<file path="src/rtl/delay_buffer_pkg.sv">
// Shared constants and helpers for the delay_buffer block.
package delay_buffer_pkg;

    localparam int DefaultWidth = 8;
    localparam int DefaultDepth = 1;
    localparam int MaxDepth     = 64;

    // True when a width/depth pair can be built.
    function automatic bit params_ok(input int width, input int depth);
        return (width >= 1) && (depth >= 1) && (depth <= MaxDepth);
    endfunction

endpackage

</file>
<file path="src/rtl/buffer_stage.sv">
// One Width-bit pipeline register with synchronous reset to ResetValue.
module buffer_stage
    import delay_buffer_pkg::*;
#(
    parameter int               Width      = DefaultWidth,
    parameter logic [Width-1:0] ResetValue = '0
) (
    input  logic             clk_i,
    input  logic             rst_i,
    input  logic [Width-1:0] d_i,
    output logic [Width-1:0] q_o
);

    // Capture the incoming word, or the reset value while reset is held.
    always_ff @(posedge clk_i) begin
        if (rst_i) begin
            q_o <= ResetValue;
        end else begin
            q_o <= d_i;
        end
    end

endmodule

</file>
<file path="src/rtl/delay_buffer.sv">
// Fixed-latency data buffer: a chain of Depth registers between d_i and q_o.
// No handshake; one word enters and one word leaves on every rising edge.
module delay_buffer
    import delay_buffer_pkg::*;
#(
    parameter int               Width      = DefaultWidth,
    parameter int               Depth      = DefaultDepth,
    parameter logic [Width-1:0] ResetValue = '0
) (
    input  logic             clk_i,
    input  logic             rst_i,
    input  logic [Width-1:0] d_i,
    output logic [Width-1:0] q_o
);

    // Refuse to elaborate an unbuildable configuration.
    if (!params_ok(Width, Depth)) begin : g_param_check
        $fatal(1, "delay_buffer: illegal parameters Width=%0d Depth=%0d", Width, Depth);
    end

    // Register outputs of each stage; stage[Depth-1] is the buffer output.
    logic [Depth-1:0][Width-1:0] stage;

    for (genvar k = 0; k < Depth; k++) begin : g_stage
        if (k == 0) begin : g_head
            buffer_stage #(
                .Width      (Width),
                .ResetValue (ResetValue)
            ) u_stage (
                .clk_i (clk_i),
                .rst_i (rst_i),
                .d_i   (d_i),
                .q_o   (stage[k])
            );
        end else begin : g_tail
            buffer_stage #(
                .Width      (Width),
                .ResetValue (ResetValue)
            ) u_stage (
                .clk_i (clk_i),
                .rst_i (rst_i),
                .d_i   (stage[k-1]),
                .q_o   (stage[k])
            );
        end
    end

    // Output comes straight from the last register, never from d_i.
    assign q_o = stage[Depth-1];

endmodule

</file>
<file path="config.mk">
export PLATFORM = sky130hd
export DESIGN_NAME = delay_buffer
export DESIGN_NICKNAME = d
export VERILOG_FILES = /design/src/rtl/delay_buffer_pkg.sv /design/src/rtl/buffer_stage.sv /design/src/rtl/delay_buffer.sv
export SDC_FILE = /design/constraint.sdc
export NUM_CORES = 1
export LEC_CHECK = 0
export BUFFER_PORTS_ARGS = -buffer_cell sky130_fd_sc_hd__buf_4
export CORE_AREA = 2 2 39 41
export CTS_BUF_LIST = sky130_fd_sc_hd__clkbuf_16
export DETAILED_ROUTE_END_ITERATION = 12
export DIE_AREA = 0 0 41 43
export PLACE_DENSITY = 0.48
export SLEW_MARGIN = 25
export SYNTH_ARGS = -nofsm -noshare
export SYNTH_HDL_FRONTEND = slang
export SYNTH_SLANG_ARGS = --single-unit
</file>
<file path="constraint.sdc">
create_clock -name clk_i -period 0.8 [get_ports clk_i]
set_input_delay 0.16 -clock clk_i [delete_from_list [all_inputs] [get_ports clk_i]]
set_output_delay 0.16 -clock clk_i [all_outputs]
set_load 0.05 [all_outputs]
</file>
==> results of run 1 <==
-- cell families (layout without fill, tap and decap cells) --
group	count (synthesis)	after routing	synth area share, %
buffers and inverters	0	20	0
flip-flops	8	8	76.2
AND/OR/NAND/NOR	8	8	23.8
-- layout make-up --
class                      count  area, µm²  area share, %
timing repair buffer          17        188           37.3
sequential                     8        170           33.8
clock buffer                   3       75.1           14.9
multi-input combinational      8       50.0           9.95
tap                           16       20.0           3.98
-- metrics by stage --
stage	power [µW]	setup TNS, ps	utilization [%]	hold slack (ps)	worst slack, ps
floorplan	524	0	-	232	52.7
global placement	595	0	25.9	376	158
detailed placement	598	0	25.9	380	152
CTS	1450	-411	35.3	148	-54.5
global route	1500	-518	36.3	156	-69.4
finish	1450	-376	36.3	146	-51.5
-- routing by layer --
layer	share of wire (%)	global-route usage [%]	vias up
met4	0	6.00	0
met5	0	0	-
met3	17	2.62	0
met2	48	12.2	18
met1	35	7.54	82
li1	-	-	88
-- synthesized netlist by cell type --
cell type                 count
sky130_fd_sc_hd__dfxtp_1      8
sky130_fd_sc_hd__nor2b_1      8
-- worst max path at each step --
| stage | from | to | slack, ps | cells past startpoint |
|---|---|---|---|---|
| after detailed placement | g_stage[0].g_head.u_stage.q_o[0]$_SDFF_PP0_ | q_o[0] | 150 | 1 |
| after floorplan | g_stage[0].g_head.u_stage.q_o[0]$_SDFF_PP0_ | q_o[0] | 50 | 0 |
| final | g_stage[0].g_head.u_stage.q_o[1]$_SDFF_PP0_ | q_o[1] | -50 | 1 |
| after global routing | g_stage[0].g_head.u_stage.q_o[5]$_SDFF_PP0_ | q_o[5] | -70 | 1 |
| after global placement | g_stage[0].g_head.u_stage.q_o[5]$_SDFF_PP0_ | q_o[5] | 160 | 1 |
| after CTS | g_stage[0].g_head.u_stage.q_o[0]$_SDFF_PP0_ | q_o[0] | -50 | 1 |
-- power groups by stage --
stage               clock network [µW]  logic (µW)  registers, µW
floorplan                            0        13.2            510
global placement                     0         161            434
detailed placement                   0         163            435
CTS                                828         184            439
global route                       861         201            443
finish                             813         190            441
-- repair_timing --
action	4_1_cts	5_1_grt
setup buffers	0	0
resized for setup	20	4
hold endpoints to repair	0	0
setup endpoints to repair	8	8
pin swaps	0	0
==> results.txt, run 1 <==
- Maximum number of pins on one net before global-route repair: 9
- The initial utilization of the core area, before any placement, comes to 15.2%.
- I/O pins: 18
* Cell internal power dissipation: 1160 µW
- Buffer depth of the longest clock path: 2
- Based on the critical path, the design can be clocked at up to 1.17 GHz.
- Htree depth: 1
- The number of buffers and inverters on the critical path is 1.
- For this block, the initial DRC count from the detailed router was 0.
- Placed cells: 49
- Crit Path Class: reg -> out
- The signal on the critical path passes through buf_8.
- For this design the static power due to leakage is 0.000225 µW.
- After technology mapping, the gate count stands at 16.
- Tot GR Track Use: 7.68%
- The via count of the first global-routing pass came to 209.
- The flow ran to the end, but the final reports show violations.
* Count of different cell masters after synthesis: 2
* Largest stage delay on the critical path: 330 ps
* Final #Nets: 48
* Setup violators final: 8
- Headroom to the max-slew limit: 93.1%
* Reported max-cap violation count: 0
* Slowest cell on crit path: sky130_fd_sc_hd__dfxtp_2
- Of the cells placed in the final design, the portion with a size suffix greater than 1 is 77.8%.
- After layout, the minimum clock period comes to 851 ps.
- When the netlist entered floorplanning its net count stood at 26.
- The largest registers in the layout are g_stage.g_head.u_stage.q_o: 8 flops.
* Category of the worst setup path capture point: primary output
- The largest total area in the synthesized netlist belongs to sky130_fd_sc_hd__dfxtp_1.
- The layout has 140 filler cells.
- The startpoint identified for the worst hold timing path is d_i[2].
- The die covers 1760 µm².
- The Yosys step of the flow raised 0 warnings.
- For the worst setup path, the data required time is 640 ps.
- Top cells by area in the synthesized netlist: sky130_fd_sc_hd__dfxtp_1, sky130_fd_sc_hd__nor2b_1
- End of the worst hold path: g_stage[0].g_head.u_stage.q_o[2]$_SDFF_PP0_
- In this run the power spent charging and discharging nets is 282 µW.
- Maximum vdd ir drop: 1190 µV
- Crit path max fanout: 1
- Number of standard cells in the final layout excluding fillers: 52
- The tree built by TritonCTS fans out to 8 sinks.
- First-pass GRT wire length: 862 µm
- Final GP Congestion: 0.573
- Area of the placeable core: 1380 µm²
* Cell depth of the worst hold path: 2
- Summed over all layers, the global routing overflow is 0.
* Post-route DRC: 0
- Of the total power, registers draw 30.6%.
- Most common library cell in the layout ignoring fill and taps: sky130_fd_sc_hd__buf_4
- Total of hold buffers inserted after clock tree synthesis: 0
- Aggregate routed wire length: 545 µm
- The final reports fail on setup timing.
- Once detail routing completed, the nets flagged for antenna violations numbered 0.
* Crit path setup slack, layout: -51.5 ps
- Post-route design area: 503 µm²
* Vias: 188
- Post-synthesis cell area: 210 µm²
* Power share of the combinational group: 13.2%
* Data arrival time of the critical path: 690 ps
- The count of final max-slew check failures is 0.
* Pwr/cell area: 2870 nW/µm²
- Placed instance area: 358 µm²
- Flip-flop and latch count after synthesis: 8
- Most flop-heavy register: g_stage.g_head.u_stage.q_o
* Die boundary width: 41 µm
- Unrepaired setup endpoints after global routing: yes
* First-pass DRT Iterations: 1
* Number of hold violations in the final report: 0
- TritonCTS built the clock tree.
- Placement Rows: 14
- In the routed layout, each cell is associated on average with a via count of 3.62.
- The library cells used most frequently in the layout, excluding fill and tap cells, are sky130_fd_sc_hd__buf_4, sky130_fd_sc_hd__nor2b_1, sky130_fd_sc_hd__dfxtp_2, sky130_fd_sc_hd__buf_8, sky130_fd_sc_hd__clkbuf_16.
* Die Ht: 43 µm
* Final cycle utilization of the critical path: 106%
* WL/cell: 10.5 µm
- The cell sitting at the root of the clock tree is a sky130_fd_sc_hd__clkbuf_16.
- Switching share of power: 19.5%
- Count of inserted antenna diode cells: 0
- In this design, the largest share of critical-path delay is due to flip-flops.
- Buffers placed on the I/O ports in this run total 17.
- Clk pin slew, worst setup/hold paths: 40 ps
- STA classifies the critical path startpoint as a flop.
* Slew @ Worst Pin: 103 ps
- The tightest min-delay check is of the in -> reg type.
* Initial antenna violation count: 0
- Buffers inserted during clock tree synthesis total 3.
- Area Growth Syn to Fin: 139%
- Max reg flops: 8
- Clock power frac: 56.3%
* Mean area per synthesized cell: 13.1 µm²
* Share of the synthesized area in the top cell type: 76.2%
- Portion of the post-synthesis area used by sequential elements: 76.2%
No activity file was read; power rests on OpenSTA's default activity.
==> inputs of run 2 (changes only) <==
RECOVER_POWER = 50   (was default)
==> results.txt, run 2 (synthesis results as in run 1) <==
* Residual antenna-violating net count after detailed routing: 0 (unchanged)
- Largest registers: g_stage.g_head.u_stage.q_o: 8 flops (unchanged)
- Vias: 189 (was 188)
- Slowest cell on crit path: sky130_fd_sc_hd__dfxtp_2 (unchanged)
- The global-route usage over all layers is 7.68% (unchanged).
- The count of non-filler cells in the finished layout is 52 (unchanged).
- Setup violators final: 8 (unchanged)
- The relative area change from synthesis to final layout is 137% (was 139%).
- The worst setup margin came to -51.5 ps (about the same).
- Buffers and inverters on the worst path: 1 (unchanged)
- Outcome: finished with violations (unchanged).
- Largest stage delay on the critical path: 330 ps (about the same)
* Worst path top cell family by delay: flip-flops (unchanged)
* Worst-path cell chain: buf_8 (unchanged)
- Cell internal power dissipation: 1160 µW (about the same)
* End of the worst hold path: g_stage[0].g_head.u_stage.q_o[2]$_SDFF_PP0_ (unchanged)
- The global-route wire length before repair is 862 µm (unchanged).
- The y dimension of the die was 43 µm (unchanged).
- Unrepaired setup endpoints after global routing: yes (unchanged).
* Routed met3 length: 95 µm (was 92 µm)
* Cell depth of the worst hold path: 2 (unchanged)
- The count of routing violations after the opening detailed-route iteration came to 0 (unchanged).
* FILL cells: 142 (was 140)
- Count of inserted antenna diode cells: 0 (unchanged)
- The final weighted congestion of routability-driven global placement is 0.573 (unchanged).
* Headroom to the max-slew limit: 78.8% (was 93.1%)
- I/O pins: 18 (unchanged)
* Minimum clock period after layout: 852 ps (was 851 ps)
- Clk sink count: 8 (unchanged)
- The endpoint kind of the worst setup timing path is a primary output (unchanged).
* Kind of path behind the tightest hold check: in -> reg (unchanged)
- Reported max-cap violation count: 0 (unchanged)
- Crit path max fanout: 1 (unchanged)
* Maximum number of pins on one net before global-route repair: 9 (unchanged)
- Remaining global-route overflow: 0 (unchanged)
* TritonCTS clock tree: yes (unchanged)
* Post-route met1 wirelength: 192 µm (unchanged)
* Clock power frac: 56.4% (was 56.3%)
* Critical Path RT: 640 ps (about the same)
- Via count of the first global-routing pass: 209 (unchanged)
- The number of search-and-repair iterations in the first detailed-routing pass came to 1 (unchanged).
* Critical Path Source Type: flop (unchanged)
- The flip-flop count of the largest register, all copies and words added came to 8 (unchanged).
- The total number of placement rows was 14 (unchanged).
- Area of the placeable core: 1380 µm² (unchanged)
* Post-route DRC: 0 (unchanged)
- Violated checks: setup timing (unchanged).
- Post-route design area: 499 µm² (was 503 µm²)
- The hold violation total from the final report was 0 (unchanged).
- Clock root buffer: sky130_fd_sc_hd__clkbuf_16 (unchanged)
* Total of hold buffers inserted after clock tree synthesis: 0 (unchanged)
- Switching share of power: 19.5% (about the same)
- Effective utilization at floorplan: 15.2% (unchanged)
- The portion of total power attributed to combinational logic is 13.0% (was 13.2%).
- Met2 wirelength from detailed routing: 258 µm (was 260 µm)
- Pwr/cell area: 2890 nW/µm² (was 2870 nW/µm²)
- WL/cell: 10.5 µm (about the same)
- The wire length reported by the detailed router came to 546 µm (was 545 µm).
* Die boundary width: 41 µm (unchanged)
- Max Clock Freq: 1.17 GHz (about the same)
- Buffer depth of the longest clock path: 2 (unchanged)
* Number of buffers created by CTS: 3 (unchanged)
- The instance area after placement is 358 µm² (unchanged).
- The worst supply voltage drop on vdd was 1190 µV (about the same).
- The switching component of the power came to 282 µW (about the same).
- The share of layout cells above drive strength 1 was 75.0% (was 77.8%).
* Uppermost routed layer: met3 (unchanged)
- The sequential group share of total power came to 30.6% (about the same).
- Count of buffers from port buffering: 17 (unchanged)
- Die footprint: 1760 µm² (unchanged)
* Slew Viols, Final: 0 (unchanged)
- The total setup buffers inserted after CTS was 0 (unchanged).
- The number of nets in the final layout came to 48 (unchanged).
- Commonest non-fill, non-tap cells in the layout: sky130_fd_sc_hd__nor2b_1, sky130_fd_sc_hd__dfxtp_2, sky130_fd_sc_hd__buf_8 (was sky130_fd_sc_hd__buf_4, sky130_fd_sc_hd__nor2b_1, sky130_fd_sc_hd__dfxtp_2, sky130_fd_sc_hd__buf_8, sky130_fd_sc_hd__clkbuf_16)
- The critical path arrival was 690 ps (about the same).
- The total power of the final layout is 1440 µW (was 1450 µW).
- Slew @ Worst Pin: 318 ps (was 103 ps)
- Post_cts resized: 20 (unchanged)
* Most flop-heavy register: g_stage.g_head.u_stage.q_o (unchanged)
- Initial antenna violation count: 0 (unchanged)
- The static leakage came to 0.000221 µW (was 0.000225 µW).
* Crit Path Class: reg -> out (unchanged)
- The portion of the clock cycle consumed by the worst path in the final layout was 106% (about the same).
* Placed cells: 49 (unchanged)
* Htree depth: 1 (unchanged)
* Clk pin slew, worst setup/hold paths: 40 ps (about the same)
* Ratio of routed vias to standard cells: 3.63 (was 3.62)
* Launch instance of the worst min-delay path: d_i[2] (unchanged)
-- run 2: changes by cell type in the layout (fill, tap and decap cells not counted), sizes merged --
cell / change
buf: -3
clkbuf: +3
-- run 2: worst max-delay path by stage --
stage,from,end,slack (ps),cells after the start
floorplan,g_stage[0].g_head.u_stage.q_o[0]$_SDFF_PP0_,q_o[0],50,0
global placement,g_stage[0].g_head.u_stage.q_o[5]$_SDFF_PP0_,q_o[5],160,1
detailed placement,g_stage[0].g_head.u_stage.q_o[0]$_SDFF_PP0_,q_o[0],150,1
CTS,g_stage[0].g_head.u_stage.q_o[0]$_SDFF_PP0_,q_o[0],-50,1
global route,g_stage[0].g_head.u_stage.q_o[5]$_SDFF_PP0_,q_o[5],-70,1
finish,g_stage[0].g_head.u_stage.q_o[1]$_SDFF_PP0_,q_o[1],-50,1
-- run 2: area by class of cell --
class / count / area [µm²] / share of cell area, %
Timing Repair Buffer: 17 / 184 / 36.8
Tap cell: 16 / 20.0 / 4.01
Multi-Input combinational cell: 8 / 50.0 / 10.0
Clock buffer: 3 / 75.1 / 15.0
Sequential cell: 8 / 170 / 34.1
-- run 2: per-layer routing --
layer  GRT usage, %  up-vias
met5              0        -
met4           6.00        0
met3           2.62        0
met2           12.2       18
met1           7.54       83
li1               -       88
-- run 2: power groups by stage --
stage | Clock, µW | Combinational (µW) | Sequential [µW]
2_1_floorplan | 0 | 13.2 | 510
3_3_place_gp | 0 | 161 | 434
3_5_place_dp | 0 | 163 | 435
4_1_cts | 828 | 184 | 439
5_1_grt | 861 | 198 | 443
6_report | 813 | 188 | 441
-- run 2: through the flow --
stage | hold WS [ps] | setup WS, ps | utilization (%) | TNS [ps]
after global placement | 376 | 158 | 25.9 | 0
final | 146 | -51.5 | 36.1 | -376
after floorplan | 232 | 52.7 | - | 0
after detailed placement | 380 | 152 | 25.9 | 0
after global routing | 172 | -69.4 | 36.1 | -518
after CTS | 148 | -54.5 | 35.3 | -411
